### config.mk
export PLATFORM = sky130hd
export DESIGN_NAME = rr_counter_arbiter
export DESIGN_NICKNAME = d
export VERILOG_FILES = /design/src/rtl/rr_counter_arbiter.sv
export SDC_FILE = /design/constraint.sdc
export NUM_CORES = 1
export LEC_CHECK = 0
export BUFFER_PORTS_ARGS = -buffer_cell sky130_fd_sc_hd__clkbuf_2
export CAP_MARGIN = 20
export CORE_MARGIN = 5
export CORE_UTILIZATION = 52
export DETAILED_ROUTE_END_ITERATION = 10
export PLACE_DENSITY_LB_ADDON = 0.3
export SLEW_MARGIN = 40
export SYNTH_ARGS = -nofsm -noshare
export SYNTH_HDL_FRONTEND = slang
export SYNTH_SLANG_ARGS = --single-unit
### constraint.sdc
create_clock -name clk -period 1.7 [get_ports clk]
set_input_delay 0.085 -clock clk [delete_from_list [all_inputs] [get_ports clk]]
set_output_delay 0.085 -clock clk [all_outputs]
set_load 0.01 [all_outputs]
### src/rtl/rr_counter_arbiter.sv
// Four-way round-robin arbiter with registered one-hot grants and a hold-time limit that preempts long grants.
// Optional macro ARB_LOCK_EN adds a 'lock' input that suppresses preemption while a grant is held.
module rr_counter_arbiter #(
    parameter  int MAX_HOLD = 8,
    localparam int HOLD_W   = $clog2(MAX_HOLD + 1)
) (
    input  logic              clk,
    input  logic              reset,
`ifdef ARB_LOCK_EN
    input  logic              lock,
`endif
    input  logic [3:0]        req,
    output logic [3:0]        gnt,
    output logic              gnt_valid,
    output logic [1:0]        gnt_id,
    output logic [HOLD_W-1:0] hold_cnt,
    output logic              preempt
);

    localparam logic [HOLD_W-1:0] HOLD_MAX = HOLD_W'(MAX_HOLD);

    typedef enum logic {IDLE, GRANT} state_t;

    state_t            state, state_n;
    logic [3:0]        gnt_n;
    logic [1:0]        gnt_id_n;
    logic [HOLD_W-1:0] hold_n;
    logic [1:0]        ptr, ptr_n;
    logic              preempt_n;
    logic [1:0]        winner;
    logic [1:0]        idx;
    logic              found;
    logic              lock_active;
    logic              others_waiting;

`ifdef ARB_LOCK_EN
    assign lock_active = lock;
`else
    assign lock_active = 1'b0;
`endif

    assign gnt_valid      = |gnt;
    assign others_waiting = |(req & ~gnt);

    // First requester found scanning upward from ptr, wrapping modulo 4
    always_comb begin
        winner = ptr;
        found  = 1'b0;
        idx    = '0;
        for (int i = 0; i < 4; i++) begin
            idx = ptr + 2'(i);
            if (!found && req[idx]) begin
                winner = idx;
                found  = 1'b1;
            end
        end
    end

    always_comb begin
        state_n   = state;
        gnt_n     = gnt;
        gnt_id_n  = gnt_id;
        hold_n    = hold_cnt;
        ptr_n     = ptr;
        preempt_n = 1'b0;
        case (state)
            IDLE: begin
                gnt_n  = '0;
                hold_n = '0;
                if (found) begin
                    gnt_n    = 4'b0001 << winner;
                    gnt_id_n = winner;
                    hold_n   = HOLD_W'(1);
                    state_n  = GRANT;
                end
            end
            GRANT: begin
                // Release takes precedence over the hold limit
                if (!req[gnt_id]) begin
                    gnt_n   = '0;
                    hold_n  = '0;
                    ptr_n   = gnt_id + 2'd1;
                    state_n = IDLE;
                end else if (hold_cnt == HOLD_MAX && others_waiting && !lock_active) begin
                    gnt_n     = '0;
                    hold_n    = '0;
                    ptr_n     = gnt_id + 2'd1;
                    preempt_n = 1'b1;
                    state_n   = IDLE;
                end else if (hold_cnt != HOLD_MAX) begin
                    hold_n = hold_cnt + HOLD_W'(1);
                end
            end
            default: state_n = IDLE;
        endcase
    end

    always_ff @(posedge clk or posedge reset) begin
        if (reset) begin
            state    <= IDLE;
            gnt      <= '0;
            gnt_id   <= '0;
            hold_cnt <= '0;
            ptr      <= '0;
            preempt  <= 1'b0;
        end else begin
            state    <= state_n;
            gnt      <= gnt_n;
            gnt_id   <= gnt_id_n;
            hold_cnt <= hold_n;
            ptr      <= ptr_n;
            preempt  <= preempt_n;
        end
    end

endmodule
==> results.yml <==
cells_and_area:
  regArea_um2: 350
  drive_above_1_share_pct: 36.2
  fin_nets: 103
  multi_input_area_um2: 459
  area_growth_pct: 17.9
  antenna-diode-count: 0
  fillers: 129
yosys:
  synthSimpleGateAreaFrac_pct: 20.8
  ys_types: 37
  synth_seq_cells: 14
  yosys.area.top_type: "dfrtp_1"
  syn_area_um2: 831
  synthAdderAreaFrac_pct: 3.01
  synth-async-reset-ratio_pct: 100
  synth-main-ff-cell: "dfrtp_1"
  ys.warnings.count: 0
  synthTopCellsByCount: "dfrtp_1 (14), inv_1 (5), a21oi_1 (4), nor2b_1 (4)"
  synth_seq_area_share_pct: 42.2
  syn-mean-instance-area_um2: 11.4
  muxShareOfSynthArea_pct: 6.48
  synth_compound_area_share_pct: 21.7
  syn_nets: 81
  synth-xor-area-share_pct: 3.16
  yosysMostFrequentCell: "dfrtp_1"
  synth-edff-count: 0
  yosysTopAreaCellShare_pct: 42.2
  synth_top_family_by_area: "compound AO/OA/AOI/OAI gates"
  synthCells: 73
  synth_area_leaders: "dfrtp_1 (42%), nor2b_4 (3.3%), o41ai_4 (3.3%)"
route:
  wl_per_cell_um: 16.8
  drt_iter0_markers: 20
  route.detailed.drc: 0
  antenna_left: 0
  vias_per_cell: 6.08
  vias: 669
  wl_mm: 1.85
  drt_first_pass_iters: 4
cts:
  cts_tree: "yes"
  clock_path_buffers: 2
  cts_buffers: 3
  clkSinkCount: 14
  root_buffer: "clkbuf_4"
  clk_pin_slew_ns: 0.09
  insertion_delay_ns: 0.29
  htree_num_levels: 1
outcome:
  status: "finished, final reports clean"
grt:
  gr-total-overflow: 0
  grt_max_degree: 15
  grt_use_total_pct: 17.3
  antenna_found_initial: 0
  first_global_vias: 690
  grt_pass1_wl_mm: 3.26
critical_path:
  crit_path_end_kind: "register"
  critPathRequiredTime_ns: 1.91
  crit_path_start_kind: "register"
  timing.critical_path.fanout_max: 6
  arrival_ns: 1.77
  rrSetupSlack_ns: 0.14
  setup.worst_path.class: "reg -> reg"
  r2r_end: "gnt[0]"
  reg2regPathDepth: 6
  r2r_start: "hold_cnt[0]"
power:
  intPower_mw: 1.00
  p_leak_nw: 0.465
  switching_share_pct: 41.7
  clockPowerShare_pct: 14.6
  max-vdd-ir-drop_v: 0.00101
  power_frac_comb_pct: 48.3
  power_switching_mw: 0.720
  powerDensity_mw_per_mm2: 1760
  pwr-share-seq_pct: 37.1
timing:
  fin_ws_ns: 0.139
  relSlewSlack_pct: 64.7
  hold_viol: 0
  timing.final.crit_share_pct: 91.8
  finalCriticalPeriod_ns: 1.56
  worst_pin_slew_ns: 0.529
  tns_ns: 0
  finClkSkew_ns: 0.00445
  rsz0062_at_grt: "no"
  fmax_mhz: 641
  drv_slew: 0
  setup_violations: 0
placed_design:
  dp_hpwl_mm: 1.37
  gp_congestion: 0.782
  dp_slack_ns: 0.0812
  port_buffers: 17
hold_path:
  hold_class: "in -> reg"
  min-delay-start: "req[0]"
  hold_path_depth: 3
  hold-path-endpoint: "hold_cnt[0]"
floorplan:
  die_h_um: 50.0
  io_pins: 18
  initial_core_util_pct: 55.1
  rows: 14
  die_width_um: 50.0
  die_area_mm2: 0.00250
  core_mm2: 0.00151
flow_run:
  drv_cap: 0
sequential cells by signal, indices dropped and copies added, names as in the netlist:
name      cells
preempt       1
gnt           4
ptr           2
hold_cnt      4
gnt_id        2
state         1
metrics by stage:
step	hold WS, ns	total power, mW	cells	cell area (um^2)	utilization [%]
floorplan	-0.0258	1.20	73	831	-
CTS	0.176	1.73	110	978	65.0
global route	0.186	1.87	110	980	65.0
global placement	0.116	1.43	105	932	61.9
detailed placement	0.127	1.48	105	932	61.9
finish	0.179	1.72	110	980	65.0
cell usage in the layout (no fill, tap or decap), drive strengths merged, types with 2 or more instances in the layout:
master | Yosys | routed
a21oi | 4 | 4
mux2i | 2 | 2
nand3 | 3 | 3
dfrtp | 14 | 14
clkbuf | 1 | 21
and2b | 2 | 2
nor2 | 3 | 3
xnor2 | 3 | 3
inv | 5 | 5
nand2 | 2 | 2
a21boi | 2 | 2
ha | 2 | 2
nor4 | 2 | 2
nor3 | 2 | 2
o21ai | 2 | 2
and2 | 2 | 2
a22o | 2 | 2
nor2b | 6 | 6
final cells by class:
class                           instances  area share [%]
Multi-Input combinational cell         53            46.9
Sequential cell                        14            35.8
Timing Repair Buffer                   18            9.71
Clock buffer                            4            3.70
Tap cell                               16            2.04
Inverter                                5            1.92
routing by layer:
layer  GRT usage (%)  vias up  share of wire (%)
met4            7.86        0                2.2
li1                -      315                  -
met3            3.92        6                4.7
met1            21.0      330                 41
met5               0        -                  0
met2            28.8       18                 52
critical path, stage by stage (launching register included):
cell       delay (ns)
dfrtp_1          0.40
inv_1            0.09
ha_1             0.20
and3b_2          0.26
o41ai_4          0.08
nor2b_4          0.28
o2bb2ai_1        0.15
power groups by stage:
stage / combinational, mW / sequential [mW] / clock [mW]
after global routing: 0.924 / 0.665 / 0.276
after detailed placement: 0.835 / 0.643 / 0
after floorplan: 0.553 / 0.646 / 0
after CTS: 0.841 / 0.637 / 0.250
final: 0.833 / 0.639 / 0.252
after global placement: 0.803 / 0.630 / 0
what timing repair did:
action	CTS	global route
setup buffers	0	0
hold buffers	1	0
gates resized for setup	0	1
endpoints found under the hold margin	14	0
endpoints found under the setup margin	0	7
logic make-up after synthesis:
group | count (synthesis)
adder cells (fa/ha/maj) | 2
multiplexers | 4
AO/OA/AOI/OAI | 19
AND/OR/NAND/NOR | 25
XOR/XNOR | 3
buffers and inverters | 6
flip-flops | 14
how the worst max path moves through the flow:
stage,to,start,cells past startpoint,slack [ns]
floorplan,gnt[1],hold_cnt[0],7,0.09
global placement,gnt[1],hold_cnt[0],6,0.17
detailed placement,state,hold_cnt[0],6,0.08
CTS,state,hold_cnt[0],6,0.06
global route,ptr[1],hold_cnt[0],6,0.01
finish,gnt[0],hold_cnt[0],6,0.14
(Power assumes the default switching activity.)
